$ cat src/rtl/mem_port_arbiter_pkg.sv
// ============================================================================
// mem_port_arbiter_pkg
// Shared constants and state encoding for the two-port memory arbiter.
// Revision: 1.0 - initial release
// ============================================================================
`default_nettype none

package mem_port_arbiter_pkg;

  // Memory interface command width and the header codes used by requesters
  localparam int TX_CMD_BITS = 8;
  localparam logic [TX_CMD_BITS-1:0] TX_HEADER_READ_16  = 8'h03;
  localparam logic [TX_CMD_BITS-1:0] TX_HEADER_WRITE_16 = 8'h02;

  // Serial payload width per cycle and nominal 16-bit payload length
  localparam int NSHIFT         = 2;
  localparam int PAYLOAD_CYCLES = 8;

  // Arbiter sequencing states
  typedef enum logic [1:0] {
    ST_IDLE    = 2'd0,
    ST_CMD     = 2'd1,
    ST_XFER    = 2'd2,
    ST_RX_WAIT = 2'd3
  } arb_state_e;

endpackage

`default_nettype wire

$ cat src/rtl/mem_port_arbiter_if.sv
// ============================================================================
// mem_port_arbiter_if
// Requester-side and memory-side signal bundle of the memory port arbiter.
// master: the arbiter's view.  slave: the surrounding system's view.
// Revision: 1.0 - initial release
// ============================================================================
`default_nettype none

interface mem_port_arbiter_if #(
  parameter int NREQ     = 2,
  parameter int CMD_BITS = 8,
  parameter int IO_BITS  = 2
);
  // requester side
  logic [NREQ-1:0]          req_valid;
  logic [NREQ*CMD_BITS-1:0] req_cmd;
  logic [NREQ-1:0]          req_expect_rx;
  logic [NREQ*IO_BITS-1:0]  req_tx_data;
  logic [NREQ-1:0]          req_started;
  logic [NREQ-1:0]          req_tx_data_next;
  logic [NREQ-1:0]          req_rx_data_valid;
  logic [NREQ-1:0]          req_done;
  // memory interface side
  logic                     tx_command_valid;
  logic [CMD_BITS-1:0]      tx_command;
  logic                     tx_command_started;
  logic [IO_BITS-1:0]       tx_data;
  logic                     tx_data_next;
  logic                     tx_done;
  logic                     rx_data_valid;
  logic                     rx_done;
  // status
  logic                     busy;
  logic                     owner;
  logic                     protocol_error;

  modport master (
    input  req_valid, req_cmd, req_expect_rx, req_tx_data,
    output req_started, req_tx_data_next, req_rx_data_valid, req_done,
    output tx_command_valid, tx_command, tx_data,
    input  tx_command_started, tx_data_next, tx_done, rx_data_valid, rx_done,
    output busy, owner, protocol_error
  );

  modport slave (
    output req_valid, req_cmd, req_expect_rx, req_tx_data,
    input  req_started, req_tx_data_next, req_rx_data_valid, req_done,
    input  tx_command_valid, tx_command, tx_data,
    output tx_command_started, tx_data_next, tx_done, rx_data_valid, rx_done,
    input  busy, owner, protocol_error
  );

endinterface

`default_nettype wire

$ cat src/rtl/mem_port_arbiter_rr_arbiter2.sv
// ============================================================================
// rr_arbiter2
// Combinational two-way round-robin grant selection. The round-robin pointer
// is held by the parent so this block stays stateless.
// Revision: 1.0 - initial release
// ============================================================================
`default_nettype none

module rr_arbiter2 (
  input  logic [1:0] req,
  input  logic       rr_next,
  output logic       grant_valid,
  output logic       grant_idx
);

  // A lone requester wins outright; a tie is broken by the pointer
  always_comb begin
    grant_valid = |req;
    grant_idx   = (req == 2'b11) ? rr_next : req[1];
  end

endmodule

`default_nettype wire

$ cat src/rtl/mem_port_arbiter.sv
// ============================================================================
// mem_port_arbiter
// Shares one memory interface command/data channel between instruction fetch
// (port 0) and decoder data access (port 1). One transaction at a time, the
// owner keeps the channel until tx_done (writes) or rx_done (reads).
// Revision: 1.0 - initial release
// ============================================================================
`default_nettype none

module mem_port_arbiter
  import mem_port_arbiter_pkg::*;
#(
  parameter int IO_BITS  = NSHIFT,
  parameter int CMD_BITS = TX_CMD_BITS,
  parameter int NREQ     = 2
) (
  input  logic               clk,
  input  logic               rst_n,
  mem_port_arbiter_if.master bus
);

  arb_state_e          state_q, state_d;
  logic                owner_q, owner_d;
  logic                rr_next_q, rr_next_d;
  logic [CMD_BITS-1:0] cmd_q, cmd_d;
  logic                expect_rx_q, expect_rx_d;
  logic                perr_q, perr_d;

  logic                grant_valid;
  logic                grant_idx;
  logic                done_w;

  rr_arbiter2 u_rr (
    .req         (bus.req_valid[1:0]),
    .rr_next     (rr_next_q),
    .grant_valid (grant_valid),
    .grant_idx   (grant_idx)
  );

  // Next-state, latch of the granted command and stray-event detection
  always_comb begin
    state_d     = state_q;
    owner_d     = owner_q;
    rr_next_d   = rr_next_q;
    cmd_d       = cmd_q;
    expect_rx_d = expect_rx_q;
    perr_d      = perr_q;
    done_w      = 1'b0;
    case (state_q)
      ST_IDLE: begin
        if (bus.tx_command_started || bus.tx_done || bus.rx_done) perr_d = 1'b1;
        if (grant_valid) begin
          owner_d     = grant_idx;
          cmd_d       = bus.req_cmd[grant_idx*CMD_BITS +: CMD_BITS];
          expect_rx_d = bus.req_expect_rx[grant_idx];
          rr_next_d   = ~grant_idx;
          state_d     = ST_CMD;
        end
      end
      ST_CMD: begin
        if (bus.rx_done) perr_d = 1'b1;
        if (bus.tx_command_started) state_d = ST_XFER;
      end
      ST_XFER: begin
        if (bus.rx_done && !expect_rx_q) perr_d = 1'b1;
        if (bus.tx_done) begin
          // a read whose rx_done lands with tx_done completes immediately
          if (!expect_rx_q || bus.rx_done) begin
            done_w  = 1'b1;
            state_d = ST_IDLE;
          end else begin
            state_d = ST_RX_WAIT;
          end
        end
      end
      ST_RX_WAIT: begin
        if (bus.rx_done) begin
          done_w  = 1'b1;
          state_d = ST_IDLE;
        end
      end
      default: state_d = ST_IDLE;
    endcase
  end

  // State and latched-transaction registers
  always_ff @(posedge clk or negedge rst_n) begin
    if (!rst_n) begin
      state_q     <= ST_IDLE;
      owner_q     <= 1'b0;
      rr_next_q   <= 1'b0;
      cmd_q       <= '0;
      expect_rx_q <= 1'b0;
      perr_q      <= 1'b0;
    end else begin
      state_q     <= state_d;
      owner_q     <= owner_d;
      rr_next_q   <= rr_next_d;
      cmd_q       <= cmd_d;
      expect_rx_q <= expect_rx_d;
      perr_q      <= perr_d;
    end
  end

  // Route memory strobes to the owning port only; everyone else sees 0
  always_comb begin
    bus.req_started       = '0;
    bus.req_tx_data_next  = '0;
    bus.req_rx_data_valid = '0;
    bus.req_done          = '0;
    for (int i = 0; i < NREQ; i++) begin
      if (owner_q == i[0]) begin
        bus.req_started[i]       = (state_q == ST_CMD) && bus.tx_command_started;
        bus.req_tx_data_next[i]  = (state_q == ST_XFER) && bus.tx_data_next;
        bus.req_rx_data_valid[i] = ((state_q == ST_XFER) || (state_q == ST_RX_WAIT))
                                   && bus.rx_data_valid;
        bus.req_done[i]          = done_w;
      end
    end
  end

  // Memory-side outputs and status, all derived from registered state
  always_comb begin
    bus.tx_command_valid = (state_q == ST_CMD);
    bus.tx_command       = cmd_q;
    bus.tx_data          = (state_q == ST_XFER) ? bus.req_tx_data[owner_q*IO_BITS +: IO_BITS]
                                                : '0;
    bus.busy             = (state_q != ST_IDLE);
    bus.owner            = owner_q;
    bus.protocol_error   = perr_q;
  end

endmodule

`default_nettype wire

$ cat src/flat_wrapper.sv
// flat-port wrapper written by rule: the top's interface ports become plain ports
module mem_port_arbiter_flat import mem_port_arbiter_pkg::*;
#(
  parameter int IO_BITS  = NSHIFT,
  parameter int CMD_BITS = TX_CMD_BITS,
  parameter int NREQ     = 2
)
  (clk, rst_n, bus_req_valid, bus_req_cmd, bus_req_expect_rx, bus_req_tx_data, bus_req_started, bus_req_tx_data_next, bus_req_rx_data_valid, bus_req_done, bus_tx_command_valid, bus_tx_command, bus_tx_data, bus_tx_command_started, bus_tx_data_next, bus_tx_done, bus_rx_data_valid, bus_rx_done, bus_busy, bus_owner, bus_protocol_error);
  mem_port_arbiter_if #(.NREQ(NREQ), .CMD_BITS(CMD_BITS), .IO_BITS(IO_BITS)) bus_i ();
  input  logic clk;
  input  logic rst_n;
  input wire logic [$bits(bus_i.req_valid)-1:0] bus_req_valid;
  input wire logic [$bits(bus_i.req_cmd)-1:0] bus_req_cmd;
  input wire logic [$bits(bus_i.req_expect_rx)-1:0] bus_req_expect_rx;
  input wire logic [$bits(bus_i.req_tx_data)-1:0] bus_req_tx_data;
  output wire logic [$bits(bus_i.req_started)-1:0] bus_req_started;
  output wire logic [$bits(bus_i.req_tx_data_next)-1:0] bus_req_tx_data_next;
  output wire logic [$bits(bus_i.req_rx_data_valid)-1:0] bus_req_rx_data_valid;
  output wire logic [$bits(bus_i.req_done)-1:0] bus_req_done;
  output wire logic [$bits(bus_i.tx_command_valid)-1:0] bus_tx_command_valid;
  output wire logic [$bits(bus_i.tx_command)-1:0] bus_tx_command;
  output wire logic [$bits(bus_i.tx_data)-1:0] bus_tx_data;
  input wire logic [$bits(bus_i.tx_command_started)-1:0] bus_tx_command_started;
  input wire logic [$bits(bus_i.tx_data_next)-1:0] bus_tx_data_next;
  input wire logic [$bits(bus_i.tx_done)-1:0] bus_tx_done;
  input wire logic [$bits(bus_i.rx_data_valid)-1:0] bus_rx_data_valid;
  input wire logic [$bits(bus_i.rx_done)-1:0] bus_rx_done;
  output wire logic [$bits(bus_i.busy)-1:0] bus_busy;
  output wire logic [$bits(bus_i.owner)-1:0] bus_owner;
  output wire logic [$bits(bus_i.protocol_error)-1:0] bus_protocol_error;
  assign bus_i.req_valid = bus_req_valid;
  assign bus_i.req_cmd = bus_req_cmd;
  assign bus_i.req_expect_rx = bus_req_expect_rx;
  assign bus_i.req_tx_data = bus_req_tx_data;
  assign bus_req_started = bus_i.req_started;
  assign bus_req_tx_data_next = bus_i.req_tx_data_next;
  assign bus_req_rx_data_valid = bus_i.req_rx_data_valid;
  assign bus_req_done = bus_i.req_done;
  assign bus_tx_command_valid = bus_i.tx_command_valid;
  assign bus_tx_command = bus_i.tx_command;
  assign bus_tx_data = bus_i.tx_data;
  assign bus_i.tx_command_started = bus_tx_command_started;
  assign bus_i.tx_data_next = bus_tx_data_next;
  assign bus_i.tx_done = bus_tx_done;
  assign bus_i.rx_data_valid = bus_rx_data_valid;
  assign bus_i.rx_done = bus_rx_done;
  assign bus_busy = bus_i.busy;
  assign bus_owner = bus_i.owner;
  assign bus_protocol_error = bus_i.protocol_error;
  mem_port_arbiter #(.IO_BITS(IO_BITS), .CMD_BITS(CMD_BITS), .NREQ(NREQ)) u_core (.clk(clk), .rst_n(rst_n), .bus(bus_i));
endmodule
$ cat config.mk
export PLATFORM = sky130hd
export DESIGN_NAME = mem_port_arbiter_flat
export DESIGN_NICKNAME = d
export VERILOG_FILES = /design/src/rtl/mem_port_arbiter_pkg.sv /design/src/rtl/mem_port_arbiter_if.sv /design/src/rtl/mem_port_arbiter_rr_arbiter2.sv /design/src/rtl/mem_port_arbiter.sv /design/src/flat_wrapper.sv
export SDC_FILE = /design/constraint.sdc
export NUM_CORES = 1
export LEC_CHECK = 0
export CAP_MARGIN = 20
export CORE_MARGIN = 1.5
export CORE_UTILIZATION = 35
export DETAILED_ROUTE_END_ITERATION = 16
export MAX_ROUTING_LAYER = met4
export PLACE_DENSITY = 0.86
export SYNTH_ARGS = -nofsm -noshare
export SYNTH_HDL_FRONTEND = slang
export SYNTH_SLANG_ARGS = --single-unit
$ cat constraint.sdc
create_clock -name clk -period 1.9 [get_ports clk]
set_clock_uncertainty 0.1 [all_clocks]
set_input_delay 0.38 -clock clk [delete_from_list [all_inputs] [get_ports clk]]
set_output_delay 0.38 -clock clk [all_outputs]
set_load 0.01 [all_outputs]
==> impl_metrics.tcl, run 1 <==
set metrics [dict create \
    die_width_um 50.5 \
    globalRouteMet1Util 0.240 \
    grt_usage 0.235 \
    top_usage_layer "met2" \
    max_freq_ghz 0.540 \
    maxCapViolations 0 \
    fin_crit_sh 0.975 \
    drt-total-wl_mm 2.81 \
    critPathCaptureType "output pin" \
    synth_warnings 0 \
    area_growth_pct 84.1 \
    synth_seq_cells 14 \
    dp_hpwl_mm 1.89 \
    finalHoldViolCount 0 \
    nets 186 \
    grt_pass1_wl_mm 4.31 \
    worst_pin_slew_ns 0.645 \
    dpl_worst_slack_ns -0.305 \
    ir_worst_vdd_mv 0.775 \
    viasPerCell 5.35 \
    total_power_mw 1.92 \
    r2r_setup_slack_ns 0.24 \
    synth_cell_types 26 \
    clock_sinks 14 \
    final_cell_mix "clkdlybuf4s50_1 (40), buf_4 (14), nand2_1 (13)" \
    final_area_um2 1450 \
    core-area_um2 2040 \
    tritoncts "built" \
    reg2reg_from "u_core.state_q[0]$_DFFE_PN0P_" \
    cp_slowest_stage_delay_ns 0.55 \
    initial_core_util 0.386 \
    cts_hold_buffers 0 \
    layout-drive-gt1-share 0.203 \
    setup_viol 0 \
    reg2reg_to "u_core.bus.tx_command[1]$_DFFE_PN0P_" \
    cts_root_buf "clkbuf_4" \
    hold_class "input port to async pin" \
    seq_area_frac_synth 0.444 \
    drc 0 \
    io_buffers 52 \
    cts_buffer_depth 2 \
    synth.avg_cell_area_um2 8.76 \
    worst_slack_ns 0.0469 \
    syn_area_um2 788 \
    die-height_um 50.5 \
    routedWlPerCell_um 15.6 \
    p_leak_nw 0.658 \
    place.gp.congestion 0.791 \
    synthesis.nets 121 \
    finalCriticalPeriod_ns 1.85 \
    drt_iter0_markers 15 \
    ios 53 \
    grt_util_met3 0.0536 \
    relSlewSlack 0.569 \
    antenna_cells 0 \
    antenna_left 0 \
    antenna_found_initial 0 \
    outcome "finished, final reports clean" \
    grt.overflow.total 0 \
    cts.clk_slew.worst_paths_ns 0.09 \
    cts_max_level 1 \
    clock_latency_ns 0.28 \
    maxSlewViolCount 0 \
    placed_area_um2 1390 \
    vias 963 \
    synthCells 90 \
    setup_tns_ns 0 \
    critPathLaunchType "input port" \
    final_common_cell "clkdlybuf4s50_1" \
    path_cells "clkdlybuf4s50_1 > o22ai_4 > nor2_1 > clkdlybuf4s15_1" \
    globalRouteMet2Util 0.430 \
    path_class "input port to output pin" \
    critPathMaxFanout 2 \
    grt_pass1_vias 989 \
    dieArea_um2 2550 \
    grt_max_degree 15 \
    drt_pass1_iterations 4 \
    cp.arrival_ns 1.37 \
    cts_inserted_buffers 3 \
    placementRows 16 \
    p_per_area_nw_per_um2 1320 \
    cp_data_required_time_ns 1.42 \
    reg2reg_depth 6 \
    crit_path_top_delay_cell "clkdlybuf4s50_1" \
]
[where the power goes]
group | internal, mW | leakage (nW) | switching, mW
Clock | 0.0735 | 0.0138 | 0.0955
Combinational | 0.646 | 0.478 | 0.535
Sequential | 0.439 | 0.166 | 0.127
[sequential cells by signal, summed over array words and instances (netlist names)]
| name | flops |
|---|---|
| u_core.bus.owner | 1 |
| u_core.state_q | 2 |
| u_core.bus.tx_command | 8 |
| u_core.expect_rx_q | 1 |
| u_core.rr_next_q | 1 |
| u_core.bus.protocol_error | 1 |
[worst max path at each step]
stage                                             start            endpoint  slack, ns  cells past startpoint
after CTS                 u_core.state_q[1]$_DFFE_PN0P_  bus_req_started[0]      0.001                      3
final                                       bus_rx_done     bus_req_done[1]       0.05                      4
after detailed placement         bus_tx_command_started  bus_req_started[0]      -0.30                      4
after floorplan            u_core.bus.owner$_DFFE_PN0P_  bus_req_started[0]       0.38                      2
after global routing                        bus_rx_done     bus_req_done[1]    -0.0005                      4
after global placement           bus_tx_command_started  bus_req_started[0]      -0.24                      4
[layout make-up]
type / instances / area [µm²]
clock buffer: 3 / 22.5
fill: 164 / 591
inverter: 5 / 18.8
multi-input combinational: 64 / 408
sequential: 14 / 354
tap: 27 / 33.8
timing repair buffer: 67 / 614
[metal layers]
layer	wire, µm	vias up
met2	1470	41
li1	-	448
met3	146	6
met4	72	0
met5	0	-
met1	1130	468
[critical path, delay by kind of cell]
family	cells	cell delay [ns]
buffers and inverters	2	0.79
AND/OR/NAND/NOR	1	0.10
AO/OA/AOI/OAI	1	0.09
[cells by family (layout without fill, tap and decap cells)]
group | Yosys count | after routing | synth area share
compound gates | 20 | 20 | 0.205
buf+inv | 12 | 75 | 0.0746
mux | 3 | 3 | 0.0381
flops | 14 | 14 | 0.444
simple gates | 41 | 41 | 0.238
[per-stage QoR]
| step | std cells | utilization | hold slack (ns) |
|---|---|---|---|
| finish | 180 | 0.711 | 0.389 |
| global route | 180 | 0.711 | 0.430 |
| CTS | 179 | 0.704 | 0.401 |
| detailed placement | 173 | 0.678 | 0.382 |
| global placement | 173 | 0.678 | 0.368 |
| floorplan | 90 | - | -0.0156 |
[timing repair]
item | 4_1_cts | 5_1_grt
setup endpoints to repair | 12 | 7
setup buffers | 3 | 1
resized for setup | 23 | 11
[cell usage after synthesis (all sizes together)]
cell type	n	area (µm²)
o21ai	2	10.0
a21o	1	7.51
or2	1	6.26
a221o	9	90.1
nor2b	1	6.26
a21oi	3	15.0
mux2i	3	30.0
clkbuf	2	7.51
nor4	1	6.26
dfrtp	14	350
and3	2	12.5
nor2	12	47.6
a22o	2	17.5
nand2	13	48.8
inv	5	18.8
nor3	9	45.0
o22ai	2	12.5
buf	5	32.5
o311ai	1	8.76
nand2b	1	6.26
or3b	1	8.76
(Power assumes the default switching activity.)
==> run 2, diff against run 1 <==
- PLACE_DENSITY: 0.86 -> 0.79
==> run 2 against run 1 <==
Wire length is 5.5% lower. Power is 1.9% higher. Sequential power is 4.4% lower. Sequential share of layout area down 0.72 points. Clock-buffer cell count up 1. Worst hold slack worse by 0.091 ns. Cell count grew 3.3%. Cell area grew 2.7%. Sequential cell count did not move. Clock power increased by 26%.
==> impl_metrics.tcl, run 2 (synthesized netlist as in run 1, its figures left out) <==
set metrics [dict create \
    dpl.cell_count 177 \
    die_width_um 50.5 \
    drt-total-wl_mm 2.66 \
    drt_iter0_markers 25 \
    place.gp.congestion 0.837 \
    cp_top_family "buffers and inverters" \
    grt.overflow.total 0 \
    io_buffers 52 \
    path_class "register to output pin" \
    antenna_left 0 \
    relSlewSlack 0.762 \
    cp.arrival_ns 1.37 \
    dp_hpwl_mm 2.02 \
    die-height_um 50.5 \
    layout-drive-gt1-share 0.226 \
    p_seq_frac 0.277 \
    p_clk_frac 0.109 \
    finalHoldViolCount 0 \
    grt_pass1_vias 963 \
    hold_class "input port to async pin" \
    tritoncts "built" \
    cp_slowest_stage_delay_ns 0.42 \
    finalCriticalPeriod_ns 1.85 \
    multi_input_area_um2 403 \
    maxSlewViolCount 0 \
    drt_pass1_iterations 4 \
    core-area_um2 2040 \
    register_area_um2 353 \
    antenna_found_initial 0 \
    placed_area_um2 1420 \
    cts.clk_slew.worst_paths_ns 0.09 \
    p_per_area_nw_per_um2 1310 \
    cts_buffer_depth 2 \
    crit_path_top_delay_cell "dfrtp_1" \
    area_growth_pct 89.0 \
    worst_slack_ns 0.0505 \
    placementRows 16 \
    cts_inserted_buffers 3 \
    viasPerCell 5.09 \
    largest_reg_flops 8 \
    p_sw_uw 730 \
    routedWlPerCell_um 14.3 \
    final_area_um2 1490 \
    final_common_cell "clkdlybuf4s50_1" \
    antenna_cells 0 \
    critPathCaptureType "output pin" \
    maxCapViolations 0 \
    setup_viol 0 \
    cts_root_buf "clkbuf_4" \
    critPathMaxFanout 4 \
    cts_max_level 1 \
    initial_core_util 0.386 \
    drc 0 \
    dpl_worst_slack_ns -0.284 \
    grt_pass1_wl_mm 4.31 \
    final_cell_mix "clkdlybuf4s50_1 (40), buf_4 (20), nand2_1 (13)" \
    internal_power_mw 1.22 \
    fin_cells 186 \
    total_power_mw 1.95 \
    grt_max_degree 15 \
    critPathLaunchType "register" \
    dieArea_um2 2550 \
    p_leak_nw 0.695 \
    n_fill_cell 160 \
    ir_worst_vdd_mv 0.910 \
    path_cells "buf_4 > nor2_2 > inv_1 > dlygate4sd2_1" \
    ios 53 \
    clock_latency_ns 0.29 \
    worst_pin_slew_ns 0.357 \
    outcome "finished, final reports clean" \
    clock_sinks 14 \
    fin_crit_sh 0.973 \
    p_sw_frac 0.374 \
    cp_data_required_time_ns 1.42 \
    vias 946 \
    max_freq_ghz 0.541 \
    path_buf_inv 3 \
    p_comb_frac 0.614 \
    nets 191 \
    rsz0062_at_grt "true" \
    grt_usage 0.230 \
]
[run 2: layout make-up]
type,count,share of cell area
flip-flops and latches,14,0.237
inverters,5,0.0126
clock buffers,4,0.0243
well taps,27,0.0227
repair buffers,72,0.433
multi-input cells,64,0.270
[run 2: stage by stage]
stage	TNS (ns)	hold WS, ns	utilization
finish	0	0.297	0.730
global route	-0.00480	0.320	0.730
CTS	-0.0176	0.295	0.724
detailed placement	-1.51	0.396	0.693
global placement	-1.31	0.384	0.693
floorplan	0	-0.0156	-
[run 2: layer usage]
layer | track usage | vias up | wire [µm]
met5 | - | - | 0
met4 | 0.0856 | 0 | 55
met3 | 0.0506 | 7 | 129
met2 | 0.375 | 34 | 1330
met1 | 0.278 | 442 | 1140
li1 | - | 463 | -
[run 2: worst paths after layout]
check                                                   endpoint                                   from  cells after the start  slack (ns)
min reg2reg                u_core.bus.protocol_error$_DFFE_PN0P_  u_core.bus.protocol_error$_DFFE_PN0P_                      2        0.41
max in group asynchronous   u_core.bus.tx_command[5]$_DFFE_PN0P_                                  rst_n                      2        1.21
min                         u_core.bus.tx_command[6]$_DFFE_PN0P_                                  rst_n                      2        0.30
max                                                     bus_busy          u_core.state_q[0]$_DFFE_PN0P_                      4        0.05
min in group clk           u_core.bus.protocol_error$_DFFE_PN0P_  u_core.bus.protocol_error$_DFFE_PN0P_                      2        0.41
max reg2reg                 u_core.bus.tx_command[1]$_DFFE_PN0P_          u_core.state_q[0]$_DFFE_PN0P_                      5        0.31
[run 2: power groups by stage]
stage / Clock [mW] / Sequential [mW] / Combinational (mW)
floorplan: 0 / 0.562 / 0.528
global placement: 0 / 0.544 / 1.09
detailed placement: 0 / 0.553 / 1.11
CTS: 0.222 / 0.539 / 1.16
global route: 0.234 / 0.556 / 1.29
finish: 0.213 / 0.541 / 1.20
[run 2: repair_timing]
item                                    4_1_cts  5_1_grt
hold buffers                                  0        0
resized for setup                            24        5
buffers inserted                              4        1
pin swaps                                     1        0
endpoints found under the setup margin       13        4
gates cloned                                  0        0
